### src/rtl/circle_engine.sv
// Midpoint-circle rasteriser for the VGA framebuffer path: outline, filled disc or
// full-screen clear, streamed as one clipped pixel per plot/plot_ready handshake.
module circle_engine #(
    parameter int X_W      = 8,
    parameter int Y_W      = 7,
    parameter int R_W      = 7,
    parameter int SCREEN_W = 160,
    parameter int SCREEN_H = 120
) (
    input  logic           CLOCK_50,
    input  logic           resetn,
    input  logic           start,
    input  logic [1:0]     mode,
    input  logic [X_W-1:0] cx,
    input  logic [Y_W-1:0] cy,
    input  logic [R_W-1:0] radius,
    input  logic [2:0]     colour_in,
    input  logic           plot_ready,
    output logic [X_W-1:0] x,
    output logic [Y_W-1:0] y,
    output logic [2:0]     colour,
    output logic           plot,
    output logic           busy,
    output logic           done
);
    localparam int XY_W = (X_W > Y_W) ? X_W : Y_W;
    localparam int CW   = ((XY_W > R_W) ? XY_W : R_W) + 2;
    localparam logic signed [CW-1:0] XMAX = CW'(SCREEN_W - 1);
    localparam logic signed [CW-1:0] YMAX = CW'(SCREEN_H - 1);
    localparam logic signed [CW-1:0] ONE  = CW'(1);
    localparam logic signed [CW-1:0] ZERO = CW'(0);

    typedef enum logic [2:0] {
        S_IDLE  = 3'd0,
        S_CLEAR = 3'd1,
        S_INIT  = 3'd2,
        S_OCT   = 3'd3,
        S_SPAN  = 3'd4,
        S_STEP  = 3'd5,
        S_FIN   = 3'd6
    } state_t;

    function automatic logic on_x(input logic signed [CW-1:0] v);
        return !v[CW-1] && (v <= XMAX);
    endfunction

    function automatic logic on_y(input logic signed [CW-1:0] v);
        return !v[CW-1] && (v <= YMAX);
    endfunction

    state_t               state_r, state_nx_s;
    logic [1:0]           mode_r;
    logic [X_W-1:0]       cx_r;
    logic [Y_W-1:0]       cy_r;
    logic [R_W-1:0]       rad_r;
    logic [2:0]           col_r;
    logic signed [CW-1:0] ox_r, oy_r, sx_r, sy_r;
    logic signed [31:0]   crit_r;
    logic [2:0]           idx_r;
    logic [1:0]           seg_r;
    logic                 span_act_r, pass_done_r;
    logic [X_W-1:0]       x_r;
    logic [Y_W-1:0]       y_r;
    logic [2:0]           colour_r;
    logic                 plot_r, busy_r, done_r;

    logic signed [CW-1:0] cx_e_s, cy_e_s, cand_x_s, cand_y_s;
    logic signed [CW-1:0] row_s, xl_s, xr_s, clamp_l_s, clamp_r_s;
    logic signed [CW-1:0] oy_inc_s, ox_dec_s, ox_nx_s;
    logic signed [31:0]   oy_inc_e_s, ox_dec_e_s, rad_e_s, crit_nx_s;
    logic                 slot_free_s, cand_on_s, span_ok_s, crit_pos_s, loop_ok_s, fill_s;
    logic                 load_s, clr_adv_s, oct_adv_s, span_adv_s, pass_exit_s;
    logic                 busy_nx_s, done_nx_s;
    logic [X_W-1:0]       pix_x_s;
    logic [Y_W-1:0]       pix_y_s;

    assign cx_e_s      = {{(CW-X_W){1'b0}}, cx_r};
    assign cy_e_s      = {{(CW-Y_W){1'b0}}, cy_r};
    assign rad_e_s     = {{(32-R_W){1'b0}}, rad_r};
    assign fill_s      = (mode_r == 2'd1);
    assign slot_free_s = !plot_r || plot_ready;
    assign pass_exit_s = pass_done_r && slot_free_s;

    // Midpoint step arithmetic: next oy/ox/crit and the loop guard on the new values.
    assign oy_inc_s    = oy_r + ONE;
    assign ox_dec_s    = ox_r - ONE;
    assign oy_inc_e_s  = {{(32-CW){oy_inc_s[CW-1]}}, oy_inc_s};
    assign ox_dec_e_s  = {{(32-CW){ox_dec_s[CW-1]}}, ox_dec_s};
    assign crit_pos_s  = (crit_r > 32'sd0);
    assign ox_nx_s     = crit_pos_s ? ox_dec_s : ox_r;
    assign crit_nx_s   = crit_pos_s ? (crit_r + (oy_inc_e_s - ox_dec_e_s) * 32'sd2 + 32'sd1)
                                    : (crit_r + oy_inc_e_s * 32'sd2 + 32'sd1);
    assign loop_ok_s   = (oy_inc_s <= ox_nx_s);

    // Octant candidate point selected by idx_r.
    always_comb begin
        cand_x_s = cx_e_s;
        cand_y_s = cy_e_s;
        case (idx_r)
            3'd0: begin cand_x_s = cx_e_s + ox_r; cand_y_s = cy_e_s + oy_r; end
            3'd1: begin cand_x_s = cx_e_s + oy_r; cand_y_s = cy_e_s + ox_r; end
            3'd2: begin cand_x_s = cx_e_s - ox_r; cand_y_s = cy_e_s + oy_r; end
            3'd3: begin cand_x_s = cx_e_s - oy_r; cand_y_s = cy_e_s + ox_r; end
            3'd4: begin cand_x_s = cx_e_s - ox_r; cand_y_s = cy_e_s - oy_r; end
            3'd5: begin cand_x_s = cx_e_s - oy_r; cand_y_s = cy_e_s - ox_r; end
            3'd6: begin cand_x_s = cx_e_s + ox_r; cand_y_s = cy_e_s - oy_r; end
            3'd7: begin cand_x_s = cx_e_s + oy_r; cand_y_s = cy_e_s - ox_r; end
            default: begin cand_x_s = cx_e_s; cand_y_s = cy_e_s; end
        endcase
    end

    assign cand_on_s = on_x(cand_x_s) && on_y(cand_y_s);

    // Fill span geometry selected by seg_r, with endpoints clamped to the screen.
    always_comb begin
        row_s = cy_e_s;
        xl_s  = cx_e_s;
        xr_s  = cx_e_s;
        case (seg_r)
            2'd0: begin row_s = cy_e_s + oy_r; xl_s = cx_e_s - ox_r; xr_s = cx_e_s + ox_r; end
            2'd1: begin row_s = cy_e_s - oy_r; xl_s = cx_e_s - ox_r; xr_s = cx_e_s + ox_r; end
            2'd2: begin row_s = cy_e_s + ox_r; xl_s = cx_e_s - oy_r; xr_s = cx_e_s + oy_r; end
            2'd3: begin row_s = cy_e_s - ox_r; xl_s = cx_e_s - oy_r; xr_s = cx_e_s + oy_r; end
            default: begin row_s = cy_e_s; xl_s = cx_e_s; xr_s = cx_e_s; end
        endcase
    end

    assign clamp_l_s = xl_s[CW-1] ? ZERO : xl_s;
    assign clamp_r_s = (xr_s > XMAX) ? XMAX : xr_s;
    assign span_ok_s = on_y(row_s) && !(xl_s > XMAX) && !xr_s[CW-1];

    // State register.
    always_ff @(posedge CLOCK_50 or negedge resetn) begin
        if (!resetn) begin
            state_r <= S_IDLE;
        end else begin
            state_r <= state_nx_s;
        end
    end

    // Next-state logic; a pass only ends once its last pixel has left the output slot.
    always_comb begin
        state_nx_s = state_r;
        case (state_r)
            S_IDLE:  state_nx_s = start ? ((mode == 2'd2) ? S_CLEAR : S_INIT) : S_IDLE;
            S_CLEAR: state_nx_s = pass_exit_s ? S_FIN : S_CLEAR;
            S_INIT:  state_nx_s = fill_s ? S_SPAN : S_OCT;
            S_OCT:   state_nx_s = pass_exit_s ? S_STEP : S_OCT;
            S_SPAN:  state_nx_s = pass_exit_s ? S_STEP : S_SPAN;
            S_STEP:  state_nx_s = loop_ok_s ? (fill_s ? S_SPAN : S_OCT) : S_FIN;
            S_FIN:   state_nx_s = S_IDLE;
            default: state_nx_s = S_IDLE;
        endcase
    end

    // Output/control decode: off-screen candidates and rows advance without the slot.
    always_comb begin
        load_s     = 1'b0;
        clr_adv_s  = 1'b0;
        oct_adv_s  = 1'b0;
        span_adv_s = 1'b0;
        pix_x_s    = sx_r[X_W-1:0];
        pix_y_s    = sy_r[Y_W-1:0];
        case (state_r)
            S_CLEAR: begin
                clr_adv_s = slot_free_s && !pass_done_r;
                load_s    = clr_adv_s;
            end
            S_OCT: begin
                oct_adv_s = !pass_done_r && (slot_free_s || !cand_on_s);
                load_s    = oct_adv_s && cand_on_s;
                pix_x_s   = cand_x_s[X_W-1:0];
                pix_y_s   = cand_y_s[Y_W-1:0];
            end
            S_SPAN: begin
                span_adv_s = !pass_done_r && (slot_free_s || !span_act_r);
                load_s     = span_adv_s && span_act_r;
                pix_y_s    = row_s[Y_W-1:0];
            end
            default: begin
                load_s = 1'b0;
            end
        endcase
        busy_nx_s = (state_nx_s != S_IDLE) && (state_nx_s != S_FIN);
        done_nx_s = (state_nx_s == S_FIN);
    end

    // Geometry, scan counters and midpoint state.
    always_ff @(posedge CLOCK_50 or negedge resetn) begin
        if (!resetn) begin
            mode_r      <= 2'd0;
            cx_r        <= {X_W{1'b0}};
            cy_r        <= {Y_W{1'b0}};
            rad_r       <= {R_W{1'b0}};
            col_r       <= 3'd0;
            ox_r        <= ZERO;
            oy_r        <= ZERO;
            sx_r        <= ZERO;
            sy_r        <= ZERO;
            crit_r      <= 32'sd0;
            idx_r       <= 3'd0;
            seg_r       <= 2'd0;
            span_act_r  <= 1'b0;
            pass_done_r <= 1'b0;
        end else begin
            case (state_r)
                S_IDLE: begin
                    if (start) begin
                        mode_r      <= mode;
                        cx_r        <= cx;
                        cy_r        <= cy;
                        rad_r       <= radius;
                        col_r       <= colour_in;
                        sx_r        <= ZERO;
                        sy_r        <= ZERO;
                        pass_done_r <= 1'b0;
                    end
                end
                S_CLEAR: begin
                    if (clr_adv_s) begin
                        if (sx_r == XMAX) begin
                            sx_r <= ZERO;
                            if (sy_r == YMAX) begin
                                pass_done_r <= 1'b1;
                            end else begin
                                sy_r <= sy_r + ONE;
                            end
                        end else begin
                            sx_r <= sx_r + ONE;
                        end
                    end
                end
                S_INIT: begin
                    ox_r        <= {{(CW-R_W){1'b0}}, rad_r};
                    oy_r        <= ZERO;
                    crit_r      <= 32'sd1 - rad_e_s;
                    idx_r       <= 3'd0;
                    seg_r       <= 2'd0;
                    span_act_r  <= 1'b0;
                    pass_done_r <= 1'b0;
                end
                S_OCT: begin
                    if (oct_adv_s) begin
                        if (idx_r == 3'd7) begin
                            pass_done_r <= 1'b1;
                        end else begin
                            idx_r <= idx_r + 3'd1;
                        end
                    end
                end
                S_SPAN: begin
                    if (span_adv_s) begin
                        if (!span_act_r && span_ok_s) begin
                            sx_r       <= clamp_l_s;
                            span_act_r <= 1'b1;
                        end else if (span_act_r && (sx_r != clamp_r_s)) begin
                            sx_r <= sx_r + ONE;
                        end else begin
                            span_act_r <= 1'b0;
                            if (seg_r == 2'd3) begin
                                pass_done_r <= 1'b1;
                            end else begin
                                seg_r <= seg_r + 2'd1;
                            end
                        end
                    end
                end
                S_STEP: begin
                    oy_r        <= oy_inc_s;
                    ox_r        <= ox_nx_s;
                    crit_r      <= crit_nx_s;
                    idx_r       <= 3'd0;
                    seg_r       <= 2'd0;
                    span_act_r  <= 1'b0;
                    pass_done_r <= 1'b0;
                end
                default: begin
                    pass_done_r <= 1'b0;
                end
            endcase
        end
    end

    // Registered pixel slot and status outputs; the pixel holds until consumed.
    always_ff @(posedge CLOCK_50 or negedge resetn) begin
        if (!resetn) begin
            x_r      <= {X_W{1'b0}};
            y_r      <= {Y_W{1'b0}};
            colour_r <= 3'd0;
            plot_r   <= 1'b0;
            busy_r   <= 1'b0;
            done_r   <= 1'b0;
        end else begin
            if (load_s) begin
                x_r      <= pix_x_s;
                y_r      <= pix_y_s;
                colour_r <= col_r;
                plot_r   <= 1'b1;
            end else if (plot_ready) begin
                plot_r <= 1'b0;
            end
            busy_r <= busy_nx_s;
            done_r <= done_nx_s;
        end
    end

    assign x      = x_r;
    assign y      = y_r;
    assign colour = colour_r;
    assign plot   = plot_r;
    assign busy   = busy_r;
    assign done   = done_r;

endmodule

### config.mk
export PLATFORM = sky130hd
export DESIGN_NAME = circle_engine
export DESIGN_NICKNAME = d
export VERILOG_FILES = /design/src/rtl/circle_engine.sv
export SDC_FILE = /design/constraint.sdc
export NUM_CORES = 1
export LEC_CHECK = 0
export ABC_AREA = 0
export BUFFER_PORTS_ARGS = -buffer_cell sky130_fd_sc_hd__buf_2
export CAP_MARGIN = 15
export CORE_ASPECT_RATIO = 2
export CORE_MARGIN = 2
export CORE_UTILIZATION = 45
export CTS_CLUSTER_DIAMETER = 100
export DETAILED_ROUTE_END_ITERATION = 7
export HOLD_SLACK_MARGIN = 0.03
export MAX_ROUTING_LAYER = met4
export PLACE_DENSITY = 0.71
export SETUP_SLACK_MARGIN = 0.15
export SYNTH_ARGS = -nofsm -noshare
export SYNTH_HDL_FRONTEND = slang
export SYNTH_SLANG_ARGS = --single-unit
### constraint.sdc
create_clock -name CLOCK_50 -period 5.4 [get_ports CLOCK_50]
set_input_delay 0 -clock CLOCK_50 [delete_from_list [all_inputs] [get_ports CLOCK_50]]
set_output_delay 0 -clock CLOCK_50 [all_outputs]
set_load 0.1 [all_outputs]
# Yosys cells after proc, flatten, opt, wreduce, memory -nomap -nowiden
# Cells that the tools add are included.
# W data, S select, Z words.
[totals]
ff_bits = 130
output_inout_bits = 21
wordCells = 202
[op_classes]
n_addsub = 20
magnitude_cmp = 7
n_eq_ne = 37
n_mux = 62
n_reduce_logical = 55
[ops]
columns = ["operator", "n"]
rows = [
  ["$pmux W10 S4", 3],
  ["$mux W10", 11],
  ["$pmux W10 S2", 5],
  ["$add A32 B2 Y32 const B", 2],
  ["$pmux W32 S2", 1],
  ["$add A32 B11 Y32", 1],
  ["$add A32 B12 Y32", 1],
  ["$gt A32 B1 Y1 const B", 1],
  ["$mux W32", 1],
  ["$add A10 B2 Y10 const B", 3],
  ["$pmux W10 S3", 1],
  ["$ne A2 B2 Y1 const B", 13],
  ["$reduce_or A2 Y1", 11],
  ["$eq A3 B3 Y1 const B", 7],
  ["$add A8 B10 Y10", 2],
  ["$add A9 B10 Y10", 2],
  ["$gt A10 B9 Y1 const B", 2],
  ["$le A10 B8 Y1 const B", 2],
  ["$sub A8 B10 Y10", 2],
  ["$sub A9 B10 Y10", 2],
  ["$mux W1", 19],
  ["$mux W3", 6],
  ["$pmux W3 S6", 1],
  ["$logic_and A1 B1 Y1", 15],
  ["other kinds (34)", 67],
]

# Depth between registers and ports, before layout
[depth]
ltp_word = 12
depth_mapped = 25
depth_no_buf = 25

# Least setup slack after synthesis
# OpenSTA, ideal clock, no wires.
[synth_timing]
kind = "register to register"
startpoint = "register ox_r[1]"
endpoint = "register crit_r[31]"
t_arrival_ns = 5.422
slack_ns = -0.163
stages_incl_launch_ff = 25
path_cell_list = "dfrtp_1 inv_1 ha_1 fa_1 a21o_1 a21oi_1 o21bai_1 a21oi_1 o21bai_1 a21oi_1 nand2b_1 a31oi_1 inv_1 ha_1 a21o_1 a21oi_1 nor2b_1 a311o_1 o21ai_0 o221ai_1 a2111oi_0 o21ai_0 o211ai_1 mux2i_1 o211ai_1"
[synth_between]
elab_chain_len = 6
[synth_rtl]
columns = ["element", "line", "text"]
rows = [
  ["start, declared", "57", "logic signed [CW-1:0] ox_r, oy_r, sx_r, sy_r;"],
  ["start signal, assigned", "234", "ox_r <= {{(CW-R_W){1'b0}}, rad_r};"],
  ["start signal, assigned", "270", "ox_r <= ox_nx_s;"],
  ["$sub A10 B2 Y10", "86", "assign ox_dec_s = ox_r - ONE;"],
  ["$sub A10 B10 Y11", "91", "assign crit_nx_s = crit_pos_s ? (crit_r + (oy_inc_e_s - ox_dec_e_s) * 32'sd2 + 32'sd1)"],
  ["$add A32 B12 Y32", "91", ""],
  ["$add A32 B2 Y32", "91", ""],
  ["$mux W32", "91", ""],
  ["$pmux W32 S2", "206", "case (state_r)"],
  ["end signal, assigned", "236", "crit_r <= 32'sd1 - rad_e_s;"],
  ["end signal, assigned", "271", "crit_r <= crit_nx_s;"],
  ["end, declared", "58", "logic signed [31:0] crit_r;"],
]
# Every way passes these cells.
# A chain may end at the register's enable or synchronous reset.

# Final worst setup path
[layout_timing]
startpoint = "register cy_r[0]"
endpoint = "register x_r[4], in the netlist x[4]"
[layout_between]
elab_chain_len = 10
[layout_rtl]
columns = ["element", "line", "text"]
rows = [
  ["start, declared", "54", "logic [Y_W-1:0] cy_r;"],
  ["start signal, assigned", "193", "cy_r <= {Y_W{1'b0}};"],
  ["start signal, assigned", "211", "cy_r <= cy;"],
  ["$sub A8 B10 Y10 (tied with other cells)", "105, 107", ""],
  ["$pmux W10 S4 *", "99", "case (idx_r)"],
  ["$le A10 B8 Y1 / $logic_not A1 Y1 (equally long branches)", "48", "return !v[CW-1] && (v <= YMAX);"],
  ["$logic_and A1 B1 Y1 *", "48", ""],
  ["$logic_and A1 B1 Y1 *", "112", "assign cand_on_s = on_x(cand_x_s) && on_y(cand_y_s);"],
  ["$logic_not A1 Y1", "170", "oct_adv_s = !pass_done_r && (slot_free_s || !cand_on_s);"],
  ["$logic_or A1 B1 Y1", "170", ""],
  ["$logic_and A1 B1 Y1", "170", ""],
  ["$logic_and A1 B1 Y1 *", "171", "load_s = oct_adv_s && cand_on_s;"],
  ["$pmux W1 S3 *", "164", "case (state_r)"],
  ["end signal, assigned", "287", "x_r <= {X_W{1'b0}};"],
  ["end signal, assigned", "295", "x_r <= pix_x_s;"],
  ["end, declared", "62", "logic [X_W-1:0] x_r;"],
]
# Every way passes the cells marked *; elsewhere a longest branch is shown, timed or not.

==> results.sh <==
export IMPL_yosysTopAreaCell="dfrtp_1"
export IMPL_worstMarginPinSlew_ps=1020
export IMPL_hold_violations=0
export IMPL_synth_seq_area_share_pct=22.0
export IMPL_ant_nets=0
export IMPL_drv_cap=0
export IMPL_tritoncts="built"
export IMPL_gp_congestion=1.04
export IMPL_clk_pin_slew_ps=60
export IMPL_syn_area_per_cell_um2=8.00
export IMPL_track_usage_pct=33.1
export IMPL_nNetsFinal=2137
export IMPL_synth_top_family_by_area="compound AO/OA/AOI/OAI gates"
export IMPL_path_delay_family="compound AO/OA/AOI/OAI gates"
export IMPL_ys_dominant_reg_cell="dfrtp_1"
export IMPL_cpMaxStageDelayCell="nor4_1"
export IMPL_root_buffer="clkbuf_16"
export IMPL_skew_ps=9.30
export IMPL_relSlewSlack_pct=31.5
export IMPL_core_area_um2=32700
export IMPL_topRoutingLayerUsed="met4"
export IMPL_cts_htree_levels=4
export IMPL_maxSlewViolCount=0
export IMPL_antenna_found_initial=0
export IMPL_tns_ps=0
export IMPL_drtIter0Drc=872
export IMPL_synthSimpleGateAreaFrac_pct=19.4
export IMPL_row_count=94
export IMPL_worst_setup_path_type="flop to flop"
export IMPL_grt_overflow_total=0
export IMPL_worstPathArrival_ps=5410
export IMPL_drt_met1_wl_um=17800
export IMPL_wl_met3_um=1930
export IMPL_r2r_end="x[4]$_DFFE_PN0P_"
export IMPL_reg2reg_depth=14
export IMPL_viasPerCell=6.30
export IMPL_netlist_top_cells_count="ha_1, nor2_1, a21oi_1"
export IMPL_worstReg2RegStart="cy_r[0]$_DFFE_PN0P_"
export IMPL_finalSetupViolations=0
export IMPL_cp_slowest_stage_delay_ps=640
export IMPL_clockBufferDepth=2
export IMPL_synth_compound_area_share_pct=27.8
export IMPL_final_cells=2385
export IMPL_synth_xor_area_share_pct=7.16
export IMPL_cp_max_fo=25
export IMPL_cts_sinks=130
export IMPL_met2_length_um=29700
export IMPL_fin_util_pct=51.6
export IMPL_drt_wirelength_per_cell_um=23.3
export IMPL_drt_total_wl_um=55500
export IMPL_place_inst=2322
export IMPL_die_w_um=132
export IMPL_grt_pass1_wl_um=85000
export IMPL_netlist_area_leader_share_pct=22.0
export IMPL_grt_max_degree=68
export IMPL_synthAdderAreaFrac_pct=14.6
export IMPL_synthMuxAreaShare_pct=4.44
export IMPL_path_cells="inv_1 > ha_1 > fa_1 > nand2b_1 > a21oi_1 > nor3_1 > nor4_1 > o211ai_1 > and3_1 > a311oi_1 > o211ai_1 > a21oi_2 > buf_4 > mux2_2"
export IMPL_synth_async_reset_ratio_pct=100
export IMPL_synthCells=1851
export IMPL_synthTopCellsByArea="dfrtp_1, ha_1, xnor2_1"
export IMPL_rsz0062_at_grt="no"
export IMPL_fp_dieArea_um2=34500
export IMPL_fmax_ghz=0.197
export IMPL_cts_buffers=17
export IMPL_drc=0
export IMPL_end_kind="flop"
export IMPL_dpl_hpwl_um=44100
export IMPL_cp_buffers_inverters=2
export IMPL_worstSetupStartpointType="flop"
export IMPL_grt_pass1_vias=15402
export IMPL_antenna_cells=0
export IMPL_port_buffers=51
export IMPL_fin_crit_ps=5070
export IMPL_rrSetupSlack_ps=330
export IMPL_min_path_type="primary input to async pin"
export IMPL_pin_count=52
export IMPL_netlist_cell_type_count=83
export IMPL_clock_latency_ps=460
export IMPL_initial_core_util_pct=45.3
export IMPL_area_delta_synth_final_pct=13.9
export IMPL_dr_pass1_iters=5
export IMPL_die_h_um=261
export IMPL_synth_edf_count=0
export IMPL_drive_gt1_share_pct=12.5
export IMPL_vias=15023
export IMPL_fin_crit_sh_pct=93.9
export IMPL_worstPathRequired_ps=5740
export IMPL_yosysWarnings=0
export IMPL_worst_path_most_repeated_cell="o211ai_1"
export IMPL_synth_most_common_cell="ha_1"
export IMPL_syn_nets=2048
export IMPL_synthesis_area_um2=14800
export IMPL_ys_ff_latch=130
export IMPL_status="complete, no violations"
## cells by family (layout without fill, tap and decap cells)
kind of cell               after synthesis  count (layout)
DFF                                    130             130
muxes                                   61              61
and+or+nand+nor                        579             579
AOI/OAI and AO/OA                      616             616
xor gates and xnor gates               121             121
adders and majority gates              166             166
buffers and inverters                  178             280
## worst reg2reg max path, stage by stage (launching register included)
cell	delay, ps
dfrtp_1	470
inv_1	190
ha_1	320
fa_1	490
nand2b_1	230
a21oi_1	310
nor3_1	90
nor4_1	640
o211ai_1	240
and3_1	250
a311oi_1	440
o211ai_1	360
a21oi_2	230
buf_4	310
mux2_2	380
## how the worst max path moves through the flow
stage	cells after the start	to	slack, ps	from
finish	14	x[4]$_DFFE_PN0P_	330	cy_r[0]$_DFFE_PN0P_
global placement	24	crit_r[30]$_DFFE_PN0N_	130	oy_r[0]$_DFFE_PN0N_
floorplan	24	crit_r[31]$_DFFE_PN0N_	170	ox_r[1]$_DFFE_PN0N_
detailed placement	25	crit_r[30]$_DFFE_PN0N_	10	ox_r[0]$_DFFE_PN0N_
CTS	24	crit_r[31]$_DFFE_PN0N_	160	ox_r[0]$_DFFE_PN0N_
global route	25	crit_r[31]$_DFFE_PN0N_	50	ox_r[0]$_DFFE_PN0N_
## routing by layer
layer / vias to the layer above / global-route usage, %
met5: - / -
li1: 7031 / -
met4: 0 / 31.7
met1: 7198 / 28.2
met2: 523 / 61.3
met3: 271 / 3.90
## state kept, by name, indices dropped and copies added, names as in the netlist
name / count
sy_r: 10
rad_r: 7
colour: 3
ox_r: 10
mode_r: 2
done: 1
x: 8
crit_r: 32
pass_done_r: 1
oy_r: 10
sx_r: 10
span_act_r: 1
y: 7
cy_r: 7
busy: 1
plot: 1
seg_r: 2
cx_r: 8
idx_r: 3
state_r: 3
col_r: 3
## per-stage QoR
stage          instance area (um^2)  worst slack [ps]  hold WS (ps)
3_3_place_gp                  15900               128          22.4
2_1_floorplan                 14800               167          -296
5_1_grt                       16900              52.5           162
3_5_place_dp                  15900              11.8          29.6
4_1_cts                       16800               156           114
6_report                      16900               330          88.8
## layout by cell type, fill, tap and decap left out, drive strengths merged, types with 20 or more instances in the layout
cell type    count
a211oi          29
mux2            38
o21bai          25
o21a            25
dlygate4sd3     29
nand3           42
xnor2           87
dfrtp          130
nor2           150
a221oi          26
nor2b           44
a21o            37
nor3            54
buf            124
ha             155
o21ai          140
and3            23
nand2          134
inv             99
a21oi          149
nand2b          35
mux2i           23
xor2            34
clkbuf          20
## timing repair
action | 4_1_cts | 5_1_grt
resized for setup | 5 | 24
endpoints found under the hold margin | 93 | 0
pin swaps | 1 | 5
endpoints found under the setup margin | 3 | 13
hold buffers | 29 | 0
buffers inserted | 0 | 2
## cell type report
cell class | count | area [um^2]
fillers | 3202 | 15800
multi-input cells | 1543 | 11000
flip-flops and latches | 130 | 3260
repair buffers | 153 | 1120
well taps | 432 | 541
clock buffers | 20 | 447
inverters | 95 | 357
clock inverters | 12 | 121
Power is left out: the tool's default activity adds up to more than one toggle a clock period on the data nets, which glitch-free logic cannot reach.
